## src/rtl/stream_omega_pkg.sv

```systemverilog
// Shared widths and per-input FSM state for the credit admission scheduler
// that sits in front of stream_omega_net.
package stream_omega_pkg;

  function automatic int sel_width(input int num_out);
    return (num_out > 1) ? $clog2(num_out) : 1;
  endfunction

  function automatic int cnt_width(input int max_credits);
    return $clog2(max_credits + 1);
  endfunction

  typedef enum logic {
    IDLE    = 1'b0,
    GRANTED = 1'b1
  } in_state_e;

endpackage

```

## src/rtl/stream_omega_credit_sched_if.sv

```systemverilog
// Handshake bundle between requesters, the scheduler, the net and the sinks.
// master drives requests, net readiness and credit returns; slave is the scheduler.
interface stream_omega_credit_sched_if
  import stream_omega_pkg::*;
#(
  parameter int NumInp     = 4,
  parameter int NumOut     = 4,
  parameter int MaxCredits = 2
);
  localparam int SelWidth = sel_width(NumOut);
  localparam int CntWidth = cnt_width(MaxCredits);

  logic [NumInp-1:0]          req_valid;
  logic [NumInp*SelWidth-1:0] req_sel;
  logic [NumInp-1:0]          req_ready;
  logic [NumInp-1:0]          net_valid;
  logic [NumInp-1:0]          net_ready;
  logic [NumOut-1:0]          cred_ret;
  logic [NumOut*CntWidth-1:0] credits;
  logic                       busy;

  modport master (
    output req_valid, req_sel, net_ready, cred_ret,
    input  req_ready, net_valid, credits, busy
  );

  modport slave (
    input  req_valid, req_sel, net_ready, cred_ret,
    output req_ready, net_valid, credits, busy
  );
endinterface

```

## src/rtl/stream_omega_credit_out.sv

```systemverilog
// One net output: credit counter, round-robin pointer and the pick among
// the inputs currently requesting this output.
module stream_omega_credit_out
  import stream_omega_pkg::*;
#(
  parameter int NumInp     = 4,
  parameter int MaxCredits = 2,
  parameter int CntWidth   = cnt_width(MaxCredits)
) (
  input  logic                clk_i,
  input  logic                rst_i,
  input  logic [NumInp-1:0]   cand,
  input  logic                ret,
  output logic [NumInp-1:0]   grant,
  output logic [CntWidth-1:0] credits
);
  localparam int PtrWidth = sel_width(NumInp);
  localparam logic [CntWidth-1:0] Full = CntWidth'(MaxCredits);

  logic [CntWidth-1:0] cnt_q, cnt_d;
  logic [PtrWidth-1:0] rr_q, rr_d;
  logic                take;

  // NOTE: every output of this block is given a default first, so no path
  // leaves a value unassigned and no latch is inferred.
  always_comb begin
    int idx;
    grant = '0;
    rr_d  = rr_q;
    idx   = 0;
    if (cnt_q != '0) begin
      for (int k = 0; k < NumInp; k++) begin
        idx = (int'(rr_q) + k) % NumInp;
        if (grant == '0 && cand[idx]) begin
          grant[idx] = 1'b1;
          rr_d       = PtrWidth'((idx + 1) % NumInp);
        end
      end
    end
  end

  assign take = |grant;

  // A return arriving with the pool already full is a sink error; hold at full.
  always_comb begin
    cnt_d = cnt_q;
    case ({take, ret})
      2'b10:   cnt_d = cnt_q - 1'b1;
      2'b01:   cnt_d = (cnt_q == Full) ? Full : cnt_q + 1'b1;
      default: cnt_d = cnt_q;
    endcase
  end

  // NOTE: non-blocking assignments so every register samples pre-edge values.
  always_ff @(posedge clk_i) begin
    if (rst_i) begin
      cnt_q <= Full;
      rr_q  <= '0;
    end else begin
      cnt_q <= cnt_d;
      rr_q  <= rr_d;
    end
  end

  assign credits = cnt_q;

  ret_below_full_a: assert property (@(posedge clk_i) disable iff (rst_i)
    ret |-> cnt_q != Full);

endmodule

```

## src/rtl/stream_omega_credit_sched.sv

```systemverilog
// Credit-based admission scheduler: per-input IDLE/GRANTED FSMs feeding
// per-output credit pools with round-robin arbitration.
module stream_omega_credit_sched
  import stream_omega_pkg::*;
#(
  parameter int NumInp     = 4,
  parameter int NumOut     = 4,
  parameter int MaxCredits = 2
) (
  input logic                         clk_i,
  input logic                         rst_i,
  stream_omega_credit_sched_if.slave  bus
);
  localparam int SelWidth = sel_width(NumOut);
  localparam int CntWidth = cnt_width(MaxCredits);

  in_state_e                         state_q [NumInp];
  in_state_e                         state_d [NumInp];
  logic [SelWidth-1:0]               sel_q   [NumInp];
  logic [NumOut-1:0][NumInp-1:0]     cand;
  logic [NumOut-1:0][NumInp-1:0]     grant;
  logic [NumOut-1:0][CntWidth-1:0]   cnt;
  logic [NumInp-1:0]                 granted;

  // An out-of-range destination matches no output and is never a candidate.
  always_comb begin
    cand = '0;
    for (int j = 0; j < NumOut; j++) begin
      for (int i = 0; i < NumInp; i++) begin
        cand[j][i] = (state_q[i] == IDLE) && bus.req_valid[i] &&
                     (int'(bus.req_sel[i*SelWidth +: SelWidth]) == j);
      end
    end
  end

  for (genvar j = 0; j < NumOut; j++) begin : g_out
    stream_omega_credit_out #(
      .NumInp     (NumInp),
      .MaxCredits (MaxCredits),
      .CntWidth   (CntWidth)
    ) u_out (
      .clk_i   (clk_i),
      .rst_i   (rst_i),
      .cand    (cand[j]),
      .ret     (bus.cred_ret[j]),
      .grant   (grant[j]),
      .credits (cnt[j])
    );
  end

  always_comb begin
    granted = '0;
    for (int j = 0; j < NumOut; j++) granted |= grant[j];
  end

  always_comb begin
    bus.net_valid = '0;
    bus.req_ready = '0;
    for (int i = 0; i < NumInp; i++) begin
      state_d[i] = state_q[i];
      case (state_q[i])
        IDLE: begin
          if (granted[i]) state_d[i] = GRANTED;
        end
        GRANTED: begin
          bus.net_valid[i] = 1'b1;
          bus.req_ready[i] = bus.net_ready[i];
          if (bus.net_ready[i]) state_d[i] = IDLE;
        end
        default: state_d[i] = IDLE;
      endcase
    end
  end

  always_ff @(posedge clk_i) begin
    for (int i = 0; i < NumInp; i++) begin
      if (rst_i) begin
        state_q[i] <= IDLE;
        sel_q[i]   <= '0;
      end else begin
        state_q[i] <= state_d[i];
        if (granted[i]) sel_q[i] <= bus.req_sel[i*SelWidth +: SelWidth];
      end
    end
  end

  // Status views come only from registered state.
  always_comb begin
    bus.busy = 1'b0;
    for (int j = 0; j < NumOut; j++) begin
      bus.credits[j*CntWidth +: CntWidth] = cnt[j];
      if (cnt[j] != CntWidth'(MaxCredits)) bus.busy = 1'b1;
    end
    for (int i = 0; i < NumInp; i++) begin
      if (state_q[i] == GRANTED) bus.busy = 1'b1;
    end
  end

  for (genvar i = 0; i < NumInp; i++) begin : g_chk
    stable_while_granted_a: assert property (@(posedge clk_i) disable iff (rst_i)
      state_q[i] == GRANTED |->
        bus.req_valid[i] && bus.req_sel[i*SelWidth +: SelWidth] == sel_q[i]);
    sel_in_range_a: assert property (@(posedge clk_i) disable iff (rst_i)
      bus.req_valid[i] |-> int'(bus.req_sel[i*SelWidth +: SelWidth]) < NumOut);
  end

endmodule
```

## src/flat_wrapper.sv

```systemverilog
// flat-port wrapper written by rule: the top's interface ports become plain ports
module stream_omega_credit_sched_flat import stream_omega_pkg::*;
#(
  parameter int NumInp     = 4,
  parameter int NumOut     = 4,
  parameter int MaxCredits = 2
)
  (clk_i, rst_i, bus_req_valid, bus_req_sel, bus_net_ready, bus_cred_ret, bus_req_ready, bus_net_valid, bus_credits, bus_busy);
  stream_omega_credit_sched_if #(.NumInp(NumInp), .NumOut(NumOut), .MaxCredits(MaxCredits)) bus_i ();
  input logic clk_i;
  input logic rst_i;
  input wire logic [$bits(bus_i.req_valid)-1:0] bus_req_valid;
  input wire logic [$bits(bus_i.req_sel)-1:0] bus_req_sel;
  input wire logic [$bits(bus_i.net_ready)-1:0] bus_net_ready;
  input wire logic [$bits(bus_i.cred_ret)-1:0] bus_cred_ret;
  output wire logic [$bits(bus_i.req_ready)-1:0] bus_req_ready;
  output wire logic [$bits(bus_i.net_valid)-1:0] bus_net_valid;
  output wire logic [$bits(bus_i.credits)-1:0] bus_credits;
  output wire logic [$bits(bus_i.busy)-1:0] bus_busy;
  assign bus_i.req_valid = bus_req_valid;
  assign bus_i.req_sel = bus_req_sel;
  assign bus_i.net_ready = bus_net_ready;
  assign bus_i.cred_ret = bus_cred_ret;
  assign bus_req_ready = bus_i.req_ready;
  assign bus_net_valid = bus_i.net_valid;
  assign bus_credits = bus_i.credits;
  assign bus_busy = bus_i.busy;
  stream_omega_credit_sched #(.NumInp(NumInp), .NumOut(NumOut), .MaxCredits(MaxCredits)) u_core (.clk_i(clk_i), .rst_i(rst_i), .bus(bus_i));
endmodule
```

## config.mk

```make
export PLATFORM = sky130hd
export DESIGN_NAME = stream_omega_credit_sched_flat
export DESIGN_NICKNAME = d
export VERILOG_FILES = /design/src/rtl/stream_omega_pkg.sv /design/src/rtl/stream_omega_credit_sched_if.sv /design/src/rtl/stream_omega_credit_out.sv /design/src/rtl/stream_omega_credit_sched.sv /design/src/flat_wrapper.sv
export SDC_FILE = /design/constraint.sdc
export NUM_CORES = 1
export LEC_CHECK = 0
export BUFFER_PORTS_ARGS = -buffer_cell sky130_fd_sc_hd__buf_2
export CAP_MARGIN = 10
export CORE_ASPECT_RATIO = 1.1
export CORE_MARGIN = 8
export CORE_UTILIZATION = 60
export CTS_BUF_LIST = sky130_fd_sc_hd__clkbuf_8
export DETAILED_ROUTE_END_ITERATION = 8
export GPL_TIMING_DRIVEN = 0
export PLACE_DENSITY = 0.81
export SLEW_MARGIN = 5
export SYNTH_ARGS = -nofsm -noshare
export SYNTH_HDL_FRONTEND = slang
export SYNTH_HIERARCHICAL = 1
export SYNTH_SLANG_ARGS = --single-unit
```

## constraint.sdc

```tcl
create_clock -name clk_i -period 4.81 [get_ports clk_i]
set_input_delay 1.443 -clock clk_i [delete_from_list [all_inputs] [get_ports clk_i]]
set_output_delay 1.443 -clock clk_i [all_outputs]
set_load 0.02 [all_outputs]
```

==> impl_metrics.yaml <==
finish:
  syn_to_final_growth_pct: 9.84
  nets: 525
  seq_area_um2: 400
  num-fill-cells: 493
  final_util_pct: 68.8
  antennaDiodeCount: 0
  layout_commonest_cell: "ha_1"
  multiInputGateArea_mm2: 0.00300
  drive_gt1_share_pct: 24.9
  layout_common_cells: "ha_1 (44), nor2_1 (42), buf_2 (38), a21oi_1 (24), inv_1 (22)"
setup_path:
  path_buf_inv: 1
  rrSetupSlack_ns: 0.95
  cp-start-kind: "input pin"
  endpoint_kind: "flip-flop"
  crit_slowest_cell: "nor4bb_1"
  cp_top_family: "simple AND/OR/NAND/NOR gates"
  cp.arrival_ns: 4.48
  required_ns: 5.01
  crit_path_cell_trace: "buf_2 > nor4bb_1 > mux4_2 > nand2b_1 > a32o_2 > nor4bb_4 > o211ai_1 > nand2b_1 > ha_1 > nor3_1 > a31oi_1 > a21oi_1"
  r2r-start: "u_core/g_out[3].u_out/rr_q[1]"
  worstSetupPathType: "in -> reg"
  reg2regPathDepth: 13
  slowest_delay_ns: 0.68
  critPathMaxFanout: 8
  r2r-end: "u_core/g_out[3].u_out/credits[0]"
  cpMostUsedCell: "nand2b_1"
drt:
  dr.first_iter.drc_count: 266
  drt.antenna.violating_nets: 0
  wirelength_mm: 9.74
  vias: 3625
  routedWlPerCell_um: 18.2
  firstDrtPassIters: 6
  vias_per_cell: 6.78
  drcViolationCount: 0
hold_path:
  hold_path.class: "reg -> reg"
  min_to: "u_core/g_out[2].u_out/credits[0]"
  hold_start: "u_core/g_out[2].u_out/credits[0]"
  hold_depth: 2
die:
  die_height_um: 97.6
  core_area_mm2: 0.00581
  start_util_pct: 62.6
  fp.dieW_um: 90.2
  row_count: 29
  dieArea_mm2: 0.00881
  ios: 39
synthesis:
  synth.top_cell.area_share_pct: 15.1
  synth.yosys.seq_area_share_pct: 11.0
  synth_enable_flop_cells: 0
  synth_flop_cell: "dfxtp_1"
  yosys_register_bits: 20
  ys_warn_count: 6
  netlist_area_mm2: 0.00364
  async_reset_ff_share_pct: 0
  synthDistinctLibCells: 60
  synthCells: 416
  syn_area_per_cell_um2: 8.74
  synth_nets: 482
  yosys.area.top_type: "ha_1"
  yosys-top-cells-area: "ha_1 (15%), dfxtp_1 (11%), mux4_2 (6.8%)"
sta:
  min_period_over_period_pct: 88.9
  rsz0062_at_grt: "no"
  layout_min_cycle_time_ns: 4.28
  relSlewSlack_pct: 47.3
  slew_viol_final: 0
  worst_pin_slew_ns: 0.781
  finClkSkew_ns: 0.00365
  whs_ns: 0.516
  max_freq_ghz: 0.234
  hold_viol_final: 0
  setup_viol: 0
  fin_setup_tns_ns: 0
clock_tree:
  post-cts-setup-buffers: 0
  cts.path.max_buffers: 2
  cts-resized-gates: 0
  cts.sinks: 20
  htreeDepth: 1
  clkTransAtPathRegs_ns: 0.08
  clock_latency_ns: 0.26
  cts_tree: "yes"
  cts_hold_buf: 0
  cts_made_buffers: 3
  root_buffer: "clkbuf_8"
flow_run:
  drv_cap: 0
global_routing:
  grt.overflow.total: 0
  antenna_found_initial: 0
  grt_first_pass_wirelength_mm: 16.1
  grt_pass1_vias: 3391
  grt_max_degree: 24
  track_usage_pct: 21.4
power_and_ir_drop:
  max-vdd-ir-drop_v: 0.000358
  power.leakage_nw: 1.63
  total_power_mw: 2.18
  power_density_mw_per_mm2: 547
run_status:
  outcome: "finished, final reports clean"
placement:
  place_congestion: 0.925
  hpwl_mm: 7.72
  io_buffers: 38
==> routing by layer <==
| layer | global-route usage, % | vias up | part of all wire [%] |
|---|---|---|---|
| met3 | 2.63 | 14 | 6.8 |
| met2 | 38.3 | 163 | 50 |
| met4 | 6.15 | 0 | 1.7 |
| met1 | 25.9 | 1732 | 41 |
| met5 | 0 | - | 0 |
| li1 | - | 1716 | - |
==> sequential cells by signal, summed over array words and instances, names as in the netlist <==
register / count
u_core/state_q: 4
u_core/g_out.u_out/credits: 8
u_core/g_out.u_out/rr_q: 8
==> through the flow <==
stage / setup WS [ns] / instance area, um2 / std cells
after floorplan: 0.775 / 3640 / 416
after global placement: 0.371 / 3920 / 531
after detailed placement: 0.324 / 3920 / 531
after CTS: 0.613 / 3990 / 535
after global routing: 0.314 / 3990 / 535
final: 0.532 / 3990 / 535
==> cells by family (layout without fill, tap and decap cells) <==
group                      Yosys count  count (layout)  share of synthesized area [%]
xor gates and xnor gates             4               4                          0.963
adders and majority gates           44              44                           15.1
muxes                               26              26                           11.5
buffers and inverters               38              80                           6.40
AOI/OAI and AO/OA                  134             134                           28.4
DFF                                 20              20                           11.0
and+or+nand+nor                    150             150                           26.6
==> power breakdown <==
part | internal [mW] | switching (mW) | total, mW
combinational | 0.734 | 0.957 | 1.69
clock | 0.111 | 0.0630 | 0.174
sequential | 0.228 | 0.0895 | 0.317
total | 1.07 | 1.11 | 2.18
==> final cells by class <==
cell class              count  share of cell area, %
plain buffers              16                   3.76
flip-flops and latches     20                   10.0
well taps                  77                   2.41
multi-input cells         358                   75.2
clock buffers               3                   1.03
repair buffers             38                   4.76
clock inverters             1                  0.752
inverters                  22                   2.07
==> Yosys cell counts, drive strengths merged, types with 5 or more instances <==
cell type	n
a211o	8
a211oi	8
a21boi	8
a21oi	24
a222oi	6
a31oi	10
and2	10
and3	7
and4bb	10
buf	14
dfxtp	20
ha	44
inv	22
mux2i	10
mux4	12
nand2	19
nand2b	6
nand3	7
nor2	42
nor3	16
nor4b	6
nor4bb	5
o211ai	8
o21ai	21
o31ai	13
o41ai	6
or3	6
or4	6
==> worst reg2reg max path, cell delays in order, from the launching register on <==
cell	delay (ns)
dfxtp_1	0.41
clkbuf_1	0.29
inv_1	0.18
ha_1	0.31
or4_1	0.59
a21boi_4	0.29
a22oi_1	0.14
a211oi_2	0.41
a21boi_0	0.16
a41o_2	0.31
ha_1	0.33
nor3_1	0.18
a31oi_1	0.06
a21oi_1	0.13
==> how the worst max path moves through the flow <==
stage | startpoint | endpoint | slack, ns | cells past startpoint
after floorplan | bus_req_valid[3] | u_core/g_out[3].u_out/credits[0] | 0.77 | 11
after global placement | bus_req_sel[1] | u_core/g_out[0].u_out/credits[1] | 0.37 | 12
after detailed placement | bus_req_sel[1] | u_core/g_out[0].u_out/credits[1] | 0.32 | 12
after CTS | bus_req_sel[1] | u_core/g_out[0].u_out/credits[1] | 0.61 | 12
after global routing | bus_req_sel[5] | u_core/g_out[2].u_out/credits[0] | 0.31 | 12
final | bus_req_sel[4] | u_core/g_out[2].u_out/credits[0] | 0.53 | 12
No activity file was read; power rests on OpenSTA's default activity.
